==> src/rtl/array_multiplier8_aor_lock32.sv <==
// Logic-locked 8x8 unsigned array multiplier with AND/OR key gates.
// ARRAY_MULT_IN_REG_EN adds an input register stage (latency 2).
module array_multiplier8_aor_lock32 #(
  parameter logic [31:0] CORRECT_KEY = 32'hF6301537
) (
  input  logic        clk_i,
  input  logic        rst_i,
  input  logic [7:0]  operand1_i,
  input  logic [7:0]  operand2_i,
  input  logic [31:0] keyinput,
  output logic [15:0] result_o
);

  logic [7:0]       a_s;
  logic [7:0]       b_s;
  logic [31:0]      k_s;
  logic [7:0][7:0]  gp;
  logic [15:0]      sum;

`ifdef ARRAY_MULT_IN_REG_EN
  always_ff @(posedge clk_i) begin
    if (rst_i) begin
      a_s <= '0;
      b_s <= '0;
      k_s <= '0;
    end else begin
      a_s <= operand1_i;
      b_s <= operand2_i;
      k_s <= keyinput;
    end
  end
`else
  assign a_s = operand1_i;
  assign b_s = operand2_i;
  assign k_s = keyinput;
`endif

  // Key bit k gates pp(k/4, 2*(k%4) + (k/4)%2): a checkerboard.
  always_comb begin
    gp = '0;
    for (int r = 0; r < 8; r++)
      for (int c = 0; c < 8; c++)
        gp[r][c] = a_s[c] & b_s[r];
    for (int k = 0; k < 32; k++) begin
      if (CORRECT_KEY[k])
        gp[k/4][2*(k%4)+(k/4)%2] = gp[k/4][2*(k%4)+(k/4)%2] & k_s[k];
      else
        gp[k/4][2*(k%4)+(k/4)%2] = gp[k/4][2*(k%4)+(k/4)%2] | k_s[k];
    end
  end

  // Ripple-carry array: each row adds into the running sum bit by bit.
  always_comb begin
    logic [15:0] row;
    logic        cy;
    logic        s;
    sum = '0;
    row = '0;
    cy  = 1'b0;
    s   = 1'b0;
    for (int r = 0; r < 8; r++) begin
      row = {8'h00, gp[r]} << r;
      cy  = 1'b0;
      for (int i = 0; i < 16; i++) begin
        s      = sum[i] ^ row[i] ^ cy;
        cy     = (sum[i] & row[i]) | (cy & (sum[i] ^ row[i]));
        sum[i] = s;
      end
    end
  end

  always_ff @(posedge clk_i) begin
    if (rst_i)
      result_o <= 16'h0000;
    else
      result_o <= sum;
  end

endmodule

==> config.mk <==
export PLATFORM = sky130hd
export DESIGN_NAME = array_multiplier8_aor_lock32
export DESIGN_NICKNAME = d
export VERILOG_FILES = /design/src/rtl/array_multiplier8_aor_lock32.sv
export SDC_FILE = /design/constraint.sdc
export NUM_CORES = 1
export LEC_CHECK = 0
export ABC_CLOCK_PERIOD_IN_PS = 16350
export CAP_MARGIN = 10
export CELL_PAD_IN_SITES_DETAIL_PLACEMENT = 1
export CELL_PAD_IN_SITES_GLOBAL_PLACEMENT = 1
export CORE_ASPECT_RATIO = 0.6
export CORE_MARGIN = 2
export CORE_UTILIZATION = 28
export DETAILED_ROUTE_END_ITERATION = 10
export PLACE_DENSITY = 0.78
export SLEW_MARGIN = 20
export SYNTH_ARGS = -nofsm -noshare
export SYNTH_HDL_FRONTEND = slang
export SYNTH_SLANG_ARGS = --single-unit
==> constraint.sdc <==
create_clock -name clk_i -period 16.35 [get_ports clk_i]
set_clock_uncertainty 0.05 [all_clocks]
set_input_delay 2.4525 -clock clk_i [delete_from_list [all_inputs] [get_ports clk_i]]
set_output_delay 2.4525 -clock clk_i [all_outputs]
set_load 0.02 [all_outputs]
# --- Yosys cells after proc, flatten, opt, wreduce, memory -nomap -nowiden ---
# Cells that the tools add are included.
totals:
  input_bits: 50
  regBits: 16
  output_inout_bits: 16
classes:
  bitwise_logic: 352
op_table:
  columns: ["operator", "count"]
  rows:
  - ["1-bit bitwise AND", 184]
  - ["1-bit XOR", 104]
  - ["1-bit bitwise OR", 64]

# --- Longest topological paths before layout ---
# Gate-level depths: netlist of the first run.
logic_depth:
  word_depth: 41
  depth_mapped: 35

# --- Worst setup path before layout of the first run ---
# Ideal clock, no wire load.
synth_timing:
  path_kind: "input -> register"
  from: "input port operand1_i[1]"
  to: "register result_o[14]"
  path_slack_ps: 5026
  required_time_ps: 16187
  t_arrival_ps: 11161
  cell_stages: 29
  path_cell_list: "and2_2 ha_1 fa_1 inv_1 fa_1 inv_1 fa_1 inv_1 fa_1 inv_1 fa_1 fa_1 inv_1 fa_1 fa_1 inv_1 fa_1 fa_1 fa_1 fa_1 fa_1 fa_1 inv_1 fa_1 fa_1 fa_1 fa_1 fa_1 nor2_1"
synth_between:
  elab_chain_cells: 40
  elab_cells_between_ends: 242
synth_lines:
  columns: ["item", "line", "text"]
  rows:
  - ["start: declaration", "8", "input logic [7:0] operand1_i,"]
  - ["1-bit bitwise AND", "43", "gp[r][c] = a_s[c] & b_s[r];"]
  - ["1-bit bitwise AND", "46", "gp[k/4][2*(k%4)+(k/4)%2] = gp[k/4][2*(k%4)+(k/4)%2] & k_s[k];"]
  - ["1-bit XOR", "65, 66", null]
  - ["1-bit bitwise AND", "66", "cy = (sum[i] & row[i]) | (cy & (sum[i] ^ row[i]));"]
  - ["1-bit bitwise OR", "66", null]
  - ["1-bit bitwise AND / 1-bit XOR (equally long branches)", "66, 65", null]
  - ["1-bit bitwise OR / 1-bit XOR (equally long branches)", "66, 65", null]
  - ["1-bit bitwise AND / 1-bit XOR (equally long branches)", "66, 65", null]
  - ["[24 not listed]", null, null]
  - ["1-bit bitwise OR, or another cell as far along", "66", null]
  - ["1-bit bitwise AND / 1-bit XOR (equally long branches)", "66, 65", null]
  - ["1-bit bitwise OR / 1-bit XOR (equally long branches)", "66", null]
  - ["1-bit bitwise AND / 1-bit XOR (equally long branches)", "66, 65", null]
  - ["1-bit bitwise OR / 1-bit XOR (equally long branches)", "66", null]
  - ["1-bit bitwise AND", "66", null]
  - ["1-bit bitwise OR", "66", null]
  - ["1-bit XOR (*)", "65", "s = sum[i] ^ row[i] ^ cy;"]
  - ["end signal: assignment", "76", "result_o <= sum;"]
  - ["end: declaration", "11", "output logic [15:0] result_o"]
# Every way passes the cells marked *; elsewhere a longest branch is shown, timed or not.
# A chain may end at the register's enable or synchronous reset.

# --- Worst setup path after layout of the first run ---
layout_timing:
  from: "input port operand1_i[0]"
  to: "register result_o[14]"
layout_between:
  elab_chain_cells: 39
  elab_cells_between_ends: 238
layout_lines:
  columns: ["item", "line"]
  rows:
  - ["1-bit bitwise AND", "43"]
  - ["1-bit bitwise AND (2 in a row)", "66"]
  - ["1-bit bitwise OR", "66"]
  - ["1-bit bitwise AND / 1-bit XOR (equally long branches)", "66, 65"]
  - ["1-bit bitwise OR / 1-bit XOR (equally long branches)", "66, 65"]
  - ["1-bit bitwise AND / 1-bit XOR (equally long branches)", "66, 65"]
  - ["1-bit bitwise OR / 1-bit XOR (equally long branches)", "66, 65"]
  - ["1-bit bitwise AND / 1-bit XOR (equally long branches)", "66, 65"]
  - ["[22 not listed]", null]
  - ["1-bit bitwise OR, or another cell as far along", "66"]
  - ["1-bit bitwise AND / 1-bit XOR (equally long branches)", "66, 65"]
  - ["1-bit bitwise OR / 1-bit XOR (equally long branches)", "66"]
  - ["1-bit bitwise AND / 1-bit XOR (equally long branches)", "66, 65"]
  - ["1-bit bitwise OR / 1-bit XOR (equally long branches)", "66"]
  - ["1-bit bitwise AND", "66"]
  - ["1-bit bitwise OR", "66"]
  - ["1-bit XOR (*)", "65"]
# Marks and branches as above.

==> key figures, run 1 <==
Place
  • Placed instance area: 2770 um2
  • GP Congestion: 0.730
  • Port Buf Inserts: 65
  • HPWL after DPL: 4480 um

GRT
  • Largest net degree at the start of global routing: 17
  • GRT overflow: 0
  • First-pass GRT wire length: 9030 um
  • Initial antenna violation count: 0
  • Total GRT Usage: 0.147
  • Vias in the first global route: 1794

Logic synthesis
  • Syn. warnings: 0
  • Number of synthesized register bits: 16
  • Syn nets: 306
  • Cell variety after synth: 20
  • Avg Cell Area, Syn: 10.1 um2
  • Synth Instances: 200
  • Sequential share of the synthesized area: 0.158
  • Synth Cell Area: 2020 um2

Clock tree
  • CTS Sinks: 16
  • CTS tree: yes
  • Clk slew on worst S/H paths: 50 ps
  • H-Tree Level Count: 1
  • Hold buffers post-CTS: 0
  • Root buf cell: clkbuf_16
  • Post-CTS Resized: 0
  • Clock buffer depth: 2
  • CTS buffer count: 3
  • Postcts setup bufs: 0

Drt
  • DRT iter0 DRCs: 17
  • Routed WL: 5230 um
  • DR top layer: met4
  • Detail Route Antenna Nets: 0
  • Metal3 WL: 206 um
  • DR WL met2: 2650 um
  • Via/cell ratio: 4.33
  • DRC violations left: 0
  • 1st-pass router iterations: 4
  • Wl on met1: 2300 um
  • Per-cell routed wire length: 14.8 um
  • DR vias: 1530

Worst setup path
  • Setup crit start kind: input pin
  • Crit Path Max Fanout: 8
  • Critical path's largest stage delay: 560 ps
  • CP max stage cell: clkdlybuf4s50_1
  • Crit path capture type: flip-flop
  • Most common cell on crit path: fa_1
  • CP required: 16420 ps
  • Crit Path Category: input pin to flip-flop
  • Critical path arrival: 12230 ps

Hold path
  • Worst hold stages: 2
  • Hold EP: result_o[0]$_SDFF_PP0_
  • Hold Crit Class: input pin to flip-flop
  • Hold Crit Start: keyinput[0]

STA
  • Fmax: 0.0822 GHz
  • Worst slew pin tran: 638 ps
  • Final Max Slew Viols: 0
  • Final setup fails: 0
  • Tcrit/Tclk final: 0.744
  • Tmin final: 12160 ps
  • RSZ-0062 raised after global routing: false
  • Fin. Hold Viols: 0
  • Relative slew slack: 0.573
  • Final TNS setup: 0 ps

Layout
  • Commonest non-fill, non-tap cell in the layout: clkdlybuf4s50_1
  • Final net count: 373
  • Most frequent cells in the layout: 65 x clkdlybuf4s50_1, 48 x fa_1, 46 x inv_1, 20 x and2_1, 16 x dfxtp_1
  • Post-route cell area: 2850 um2
  • Top Registers: result_o: 16 flops
  • Most flops, register: result_o
  • # diodes: 0
  • Ratio of cells with drive above 1 in the final layout: 0.0338
  • Area growth syn-to-layout: 41.1%
  • Max FFs per register: 16

Floorplan
  • Die W: 114 um
  • Die area: 7940 um2
  • Initial Utilization: 0.297
  • Core box area: 6820 um2
  • Chip Height: 69.8 um
  • IO Pins: 66
  • # rows: 23

Job
  • Max-cap violations: 0

Status
  • Status: finished clean

Pwr
  • PD cells: 186 nW/um2
  • Max VDD drop: 0.0000667 V
  • Leakage: 1.32 nW
cell type report:
| type | count | area, um2 |
|---|---|---|
| Fill cell | 766 | 3970 |
| Inverter | 46 | 173 |
| Tap cell | 87 | 109 |
| Timing Repair Buffer | 65 | 651 |
| Sequential cell | 16 | 320 |
| Clock buffer | 4 | 88.8 |
| Multi-Input combinational cell | 135 | 1510 |
worst max-delay path, delay by kind of cell:
family | cells | cell delay (ps)
buffers and inverters | 8 | 1010
adders and majority gates | 20 | 8470
and+or+nand+nor | 2 | 290
through the flow:
stage / std cells / hold WS (ps) / worst slack, ps / util / total power [mW]
2_1_floorplan: 200 / 2470 / 5030 / - / 0.353
3_3_place_gp: 349 / 3040 / 4250 / 0.405 / 0.449
3_5_place_dp: 349 / 3040 / 3930 / 0.405 / 0.475
4_1_cts: 353 / 2780 / 4130 / 0.418 / 0.545
5_1_grt: 353 / 2810 / 3780 / 0.418 / 0.613
6_report: 353 / 2780 / 4190 / 0.418 / 0.530
layer usage:
layer / GRT usage / vias up
met1: 0.184 / 764
li1: - / 724
met2: 0.260 / 37
met4: 0.0474 / 0
met3: 0.0253 / 5
met5: 0 / -
worst max path at each step:
stage | start | end | cells past startpoint
finish | operand1_i[0] | result_o[14]$_SDFF_PP0_ | 30
global route | operand1_i[0] | result_o[14]$_SDFF_PP0_ | 30
CTS | operand1_i[0] | result_o[14]$_SDFF_PP0_ | 30
detailed placement | operand2_i[0] | result_o[14]$_SDFF_PP0_ | 30
global placement | operand2_i[0] | result_o[14]$_SDFF_PP0_ | 30
floorplan | operand1_i[1] | result_o[14]$_SDFF_PP0_ | 29
cells by family (layout without fill, tap and decap cells):
group / after synthesis / count (layout) / share of synthesized area
AND/OR/NAND/NOR: 63 / 63 / 0.177
adder cells (fa/ha/maj): 56 / 56 / 0.524
buffers and inverters: 49 / 115 / 0.0940
AO/OA/AOI/OAI: 16 / 16 / 0.0458
flip-flops: 16 / 16 / 0.158
power breakdown:
group	switching, mW	internal, mW	total [mW]
clock network	0.0156	0.0372	0.0527
registers	0.00305	0.0561	0.0592
logic	0.223	0.195	0.418
total	0.241	0.288	0.530
Yosys cell counts:
master | number | area, um2
buf_4 | 1 | 7.51
and2_1 | 20 | 125
and2b_1 | 4 | 30.0
a21o_1 | 5 | 37.5
ha_1 | 8 | 100
nor2b_1 | 1 | 6.26
and3_2 | 2 | 15.0
clkbuf_2 | 1 | 5.00
a21oi_1 | 11 | 55.1
inv_1 | 46 | 173
and3_1 | 9 | 56.3
nor2b_2 | 2 | 17.5
dfxtp_1 | 16 | 320
and2_2 | 1 | 7.51
nand2_1 | 11 | 41.3
nor2_1 | 8 | 30.0
buf_2 | 1 | 5.00
fa_1 | 48 | 961
nand3_1 | 4 | 20.0
and4b_1 | 1 | 10.0
Note: power is estimated with default switching activity, not from simulation.
==> run 2: changes to the inputs <==
ABC_CLOCK_PERIOD_IN_PS = 10940   (was 16350)
PLACE_DENSITY = 0.8   (was 0.78)
clock period = 10.94 ns   (was 16.35 ns; I/O delays follow)
==> run 2 against run 1 <==
  * Total power up 55%
  * Non-clock buffer count up 6
  * Sequential cell count unchanged
  * Sequential power up 49%
  * Count of clock-buffer cells in the layout unchanged
  * Largest cell class unchanged
  * Highest routed layer unchanged
==> key figures, run 2 (same netlist as run 1, synthesis figures left out) <==
Status
  • Status: finished clean

Layout
  • Final cell count without fillers: 359
  • Register area: 320 um2
  • Most flops, register: result_o
  • # diodes: 0
  • Max FFs per register: 16
  • Ratio of cells with drive above 1 in the final layout: 0.169
  • Final net count: 379
  • Commonest non-fill, non-tap cell in the layout: clkdlybuf4s50_1
  • Finished Core Util: 0.434
  • Multi-input logic area: 1570 um2
  • Area growth syn-to-layout: 46.4%
  • Fillers: 756
  • Top Registers: result_o: 16 flops
  • Post-route cell area: 2960 um2
  • Most frequent cells in the layout: 61 x clkdlybuf4s50_1, 37 x inv_1, 28 x fa_1, 20 x and2_1, 20 x fa_2

STA
  • Final Max Slew Viols: 0
  • Final setup fails: 0
  • Worst slew pin tran: 588 ps
  • Tmin final: 10490 ps
  • Fin. Hold Viols: 0
  • Fmax: 0.0954 GHz
  • Worst hold slack: 1830 ps
  • Setup slack after layout: 455 ps
  • RSZ-0062 raised after global routing: false
  • Final TNS setup: 0 ps
  • Tcrit/Tclk final: 0.958
  • Relative slew slack: 0.607

Hold path
  • Hold Crit Class: input pin to flip-flop

Drt
  • Detail Route Antenna Nets: 0
  • DR vias: 1582
  • Via/cell ratio: 4.41
  • Per-cell routed wire length: 15.2 um
  • Routed WL: 5460 um
  • DRT iter0 DRCs: 18
  • 1st-pass router iterations: 3
  • DRC violations left: 0

Worst setup path
  • Critical path origin: operand1_i[2]
  • Crit path capture type: flip-flop
  • CP required: 11000 ps
  • Crit Path Category: input pin to flip-flop
  • CP max stage cell: fa_1
  • Critical path's largest stage delay: 550 ps
  • Setup crit start kind: input pin
  • Worst setup path endpoint: result_o[14]$_SDFF_PP0_
  • Critical path arrival: 10550 ps
  • Most common cell on crit path: fa_1
  • Crit Path Max Fanout: 2

Place
  • Pre-CTS setup slack: -529 ps
  • Total placed cells including tap cells: 355
  • Placed instance area: 2810 um2
  • Port Buf Inserts: 65
  • HPWL after DPL: 4560 um
  • GP Congestion: 0.755

GRT
  • Largest net degree at the start of global routing: 17
  • GRT overflow: 0
  • Initial antenna violation count: 0
  • Total GRT Usage: 0.154
  • First-pass GRT wire length: 9440 um
  • Vias in the first global route: 1904

Job
  • Max-cap violations: 0

Clock tree
  • H-Tree Level Count: 1
  • Root buf cell: clkbuf_16
  • Clock buffer depth: 2
  • Clk slew on worst S/H paths: 50 ps
  • CTS buffer count: 3
  • CTS tree: yes
  • CTS Sinks: 16
  • Postcts setup bufs: 0

Floorplan
  • Chip Height: 69.8 um
  • Die W: 114 um
  • Core box area: 6820 um2
  • Die area: 7940 um2
  • # rows: 23
  • Initial Utilization: 0.297
  • IO Pins: 66

Pwr
  • Leakage: 1.34 nW
  • Max VDD drop: 0.0000993 V
  • Power, Total: 822 uW
  • PD cells: 278 nW/um2
run 2: changes by cell type in the layout (fill, tap and decap cells not counted), moves of 2 or more:
| cell | previous run | this run |
|---|---|---|
| buf_4 | 0 | 5 |
| inv_1 | 46 | 37 |
| dlymetal6s2s_1 | 0 | 2 |
| fa_2 | 0 | 20 |
| dlygate4sd2_1 | 0 | 2 |
| inv_2 | 0 | 9 |
| fa_1 | 48 | 28 |
| clkdlybuf4s50_1 | 65 | 61 |
run 2: worst max-delay path, delay by kind of cell:
| family | cells | cell delay [ps] |
|---|---|---|
| buf+inv | 10 | 1030 |
| fa+ha+maj | 19 | 7620 |
| simple gates | 2 | 230 |
run 2: layer usage:
metal	share of wire	vias to the layer above	track usage
li1	-	740	-
met1	0.45	802	0.196
met2	0.50	36	0.273
met3	0.040	4	0.0306
met4	0.010	0	0.0298
met5	0	-	0
run 2: repair_timing:
| item | 4_1_cts | 5_1_grt |
|---|---|---|
| pin swaps | 3 | 9 |
| resized for setup | 12 | 24 |
| hold endpoints to repair | 0 | 0 |
| hold buffers | 0 | 0 |
| setup endpoints to repair | 2 | 2 |
run 2: worst min path at each step:
stage	start	cells past startpoint	slack, ps	endpoint
5_1_grt	operand1_i[0]	3	1880	result_o[0]$_SDFF_PP0_
3_5_place_dp	keyinput[0]	2	2220	result_o[0]$_SDFF_PP0_
4_1_cts	keyinput[0]	2	1970	result_o[0]$_SDFF_PP0_
6_report	operand1_i[0]	3	1830	result_o[0]$_SDFF_PP0_
3_3_place_gp	keyinput[0]	2	2230	result_o[0]$_SDFF_PP0_
2_1_floorplan	rst_i	1	1660	result_o[2]$_SDFF_PP0_
run 2: final cells by class:
class,instances,area share
Clock buffer,4,0.0300
Sequential cell,16,0.108
Multi-Input combinational cell,135,0.530
Timing Repair Buffer,71,0.237
Inverter,46,0.0583
Tap cell,87,0.0367
run 2: report_power, final:
part           leakage [nW]  internal [mW]  total, mW  switching [mW]
registers             0.133         0.0838     0.0881         0.00433
logic                  1.17          0.313      0.656           0.343
clock network        0.0442         0.0555     0.0785          0.0230
==> run 3: changes to the inputs <==
--- a/config.mk
+++ b/config.mk
@@ -14,2 +14,3 @@
 export CORE_UTILIZATION = 28
+export CTS_CLUSTER_DIAMETER = 60
 export DETAILED_ROUTE_END_ITERATION = 10
==> constraint.sdc (replaced) <==
create_clock -name clk_i -period 10.94 [get_ports clk_i]
set_clock_uncertainty 0.05 [all_clocks]
set_input_delay 1.094 -clock clk_i [delete_from_list [all_inputs] [get_ports clk_i]]
set_output_delay 1.094 -clock clk_i [all_outputs]
set_load 0.02 [all_outputs]
==> run 3 against run 2 <==
  * Sequential share of layout area is 0.31 points higher
  * Largest power group unchanged
  * Worst hold slack worse by 460 ps
  * Setup slack better by 23 ps
  * Total power is 5.3% lower
  * Highest routed layer unchanged
  * Routed wire length is 5.9% lower
  * First-iteration DRC count is 50% higher
==> key figures, run 3 (same netlist as run 1, synthesis figures left out) <==
Floorplan
  • Core box area: 6820 um2
  • IO Pins: 66
  • Initial Utilization: 0.297
  • Die area: 7940 um2
  • Die W: 114 um
  • # rows: 23
  • Chip Height: 69.8 um

Layout
  • Finished Core Util: 0.422
  • # diodes: 0
  • Area growth syn-to-layout: 42.4%
  • Commonest non-fill, non-tap cell in the layout: clkdlybuf4s50_1
  • Most flops, register: result_o
  • Max FFs per register: 16
  • Final cell count without fillers: 356
  • Ratio of cells with drive above 1 in the final layout: 0.0446
  • Fillers: 779
  • Most frequent cells in the layout: 63 x clkdlybuf4s50_1, 48 x fa_1, 46 x inv_1, 20 x and2_1, 16 x dfxtp_1
  • Top Registers: result_o: 16 flops
  • Final net count: 376

Pwr
  • Max VDD drop: 0.0000980 V
  • Power, Total: 779 uW
  • Leakage: 1.35 nW
  • PD cells: 270 nW/um2

STA
  • Final setup fails: 0
  • Relative slew slack: 0.619
  • Final Max Slew Viols: 0
  • Final TNS setup: 0 ps
  • Fin. Hold Viols: 0
  • RSZ-0062 raised after global routing: false
  • Tcrit/Tclk final: 0.956
  • Worst slew pin tran: 570 ps
  • Fmax: 0.0956 GHz
  • Tmin final: 10460 ps

Clock tree
  • CTS buffer count: 3
  • Postcts setup bufs: 0
  • CTS tree: yes
  • Clk slew on worst S/H paths: 50 ps
  • CTS Sinks: 16
  • H-Tree Level Count: 1
  • Clock buffer depth: 2
  • Hold buffers post-CTS: 0
  • Post-CTS Resized: 0
  • Root buf cell: clkbuf_16

Worst setup path
  • Crit Path Max Fanout: 2
  • CP max stage cell: fa_1
  • Critical path's largest stage delay: 550 ps
  • Buffers and inverters on the worst path: 8
  • Crit path capture type: flip-flop
  • Setup crit start kind: input pin
  • CP required: 11020 ps
  • Critical path arrival: 10540 ps
  • Critical path's top delay family: adder cells
  • Most common cell on crit path: fa_1
  • Crit Path Category: input pin to flip-flop

Drt
  • DRC violations left: 0
  • Via/cell ratio: 4.36
  • Detail Route Antenna Nets: 0
  • DR vias: 1551
  • Routed WL: 5140 um
  • DRT iter0 DRCs: 27
  • 1st-pass router iterations: 4
  • Per-cell routed wire length: 14.4 um

GRT
  • GRT overflow: 0
  • Vias in the first global route: 1927
  • Largest net degree at the start of global routing: 17
  • Initial antenna violation count: 0
  • First-pass GRT wire length: 9110 um
  • Total GRT Usage: 0.149

Place
  • GP Congestion: 0.706
  • Total placed cells including tap cells: 352
  • Port Buf Inserts: 65
  • HPWL after DPL: 4500 um

Status
  • Status: finished clean

Hold path
  • Hold Crit Start: operand1_i[1]
  • Worst hold stages: 4
  • Hold Crit Class: input pin to flip-flop
  • Hold EP: result_o[8]$_SDFF_PP0_

Job
  • Max-cap violations: 0
==> run 3: changes by cell type in the layout (fill, tap and decap cells not counted) <==
| cell | delta |
|---|---|
| inv_2 | -9 |
| fa_2 | -20 |
| inv_1 | +9 |
| buf_6 | -1 |
| and3_4 | -1 |
| fa_1 | +20 |
| dlygate4sd2_1 | -2 |
| ha_1 | +1 |
| clkdlybuf4s50_1 | +2 |
| and3_1 | +1 |
| buf_4 | -2 |
| ha_2 | -1 |
==> run 3: metrics by stage <==
step	worst slack (ps)	cell area (um2)	hold WS (ps)
after global placement	245	2790	1670
after floorplan	975	2020	1120
final	478	2880	1380
after detailed placement	41.5	2790	1680
after CTS	268	2880	1410
after global routing	47.9	2880	1430
==> run 3: cell type report <==
type	instances	area, um2	area share
multi-input cells	135	1510	0.525
repair buffers	68	678	0.235
flip-flops and latches	16	320	0.111
inverters	46	173	0.0599
well taps	87	109	0.0378
clock buffers	4	88.8	0.0308
==> run 3: power breakdown <==
group / total, mW / internal [mW] / switching, mW
Combinational: 0.610 / 0.286 / 0.324
Clock: 0.0805 / 0.0556 / 0.0249
Sequential: 0.0884 / 0.0838 / 0.00453
==> run 3: layer usage <==
layer | track usage | vias to the layer above | part of all wire
li1 | - | 730 | -
met1 | 0.184 | 779 | 0.45
met2 | 0.259 | 37 | 0.49
met3 | 0.0236 | 5 | 0.040
met4 | 0.0637 | 0 | 0.019
met5 | 0 | - | 0
==> run 3: worst max-delay path by stage <==
stage | startpoint | endpoint | slack (ps) | depth (start not counted)
6_report | operand2_i[0] | result_o[14]$_SDFF_PP0_ | 480 | 30
5_1_grt | operand2_i[0] | result_o[14]$_SDFF_PP0_ | 50 | 30
3_3_place_gp | operand1_i[1] | result_o[14]$_SDFF_PP0_ | 250 | 30
4_1_cts | operand1_i[1] | result_o[14]$_SDFF_PP0_ | 270 | 30
2_1_floorplan | operand1_i[1] | result_o[14]$_SDFF_PP0_ | 970 | 29
3_5_place_dp | operand1_i[1] | result_o[14]$_SDFF_PP0_ | 40 | 30
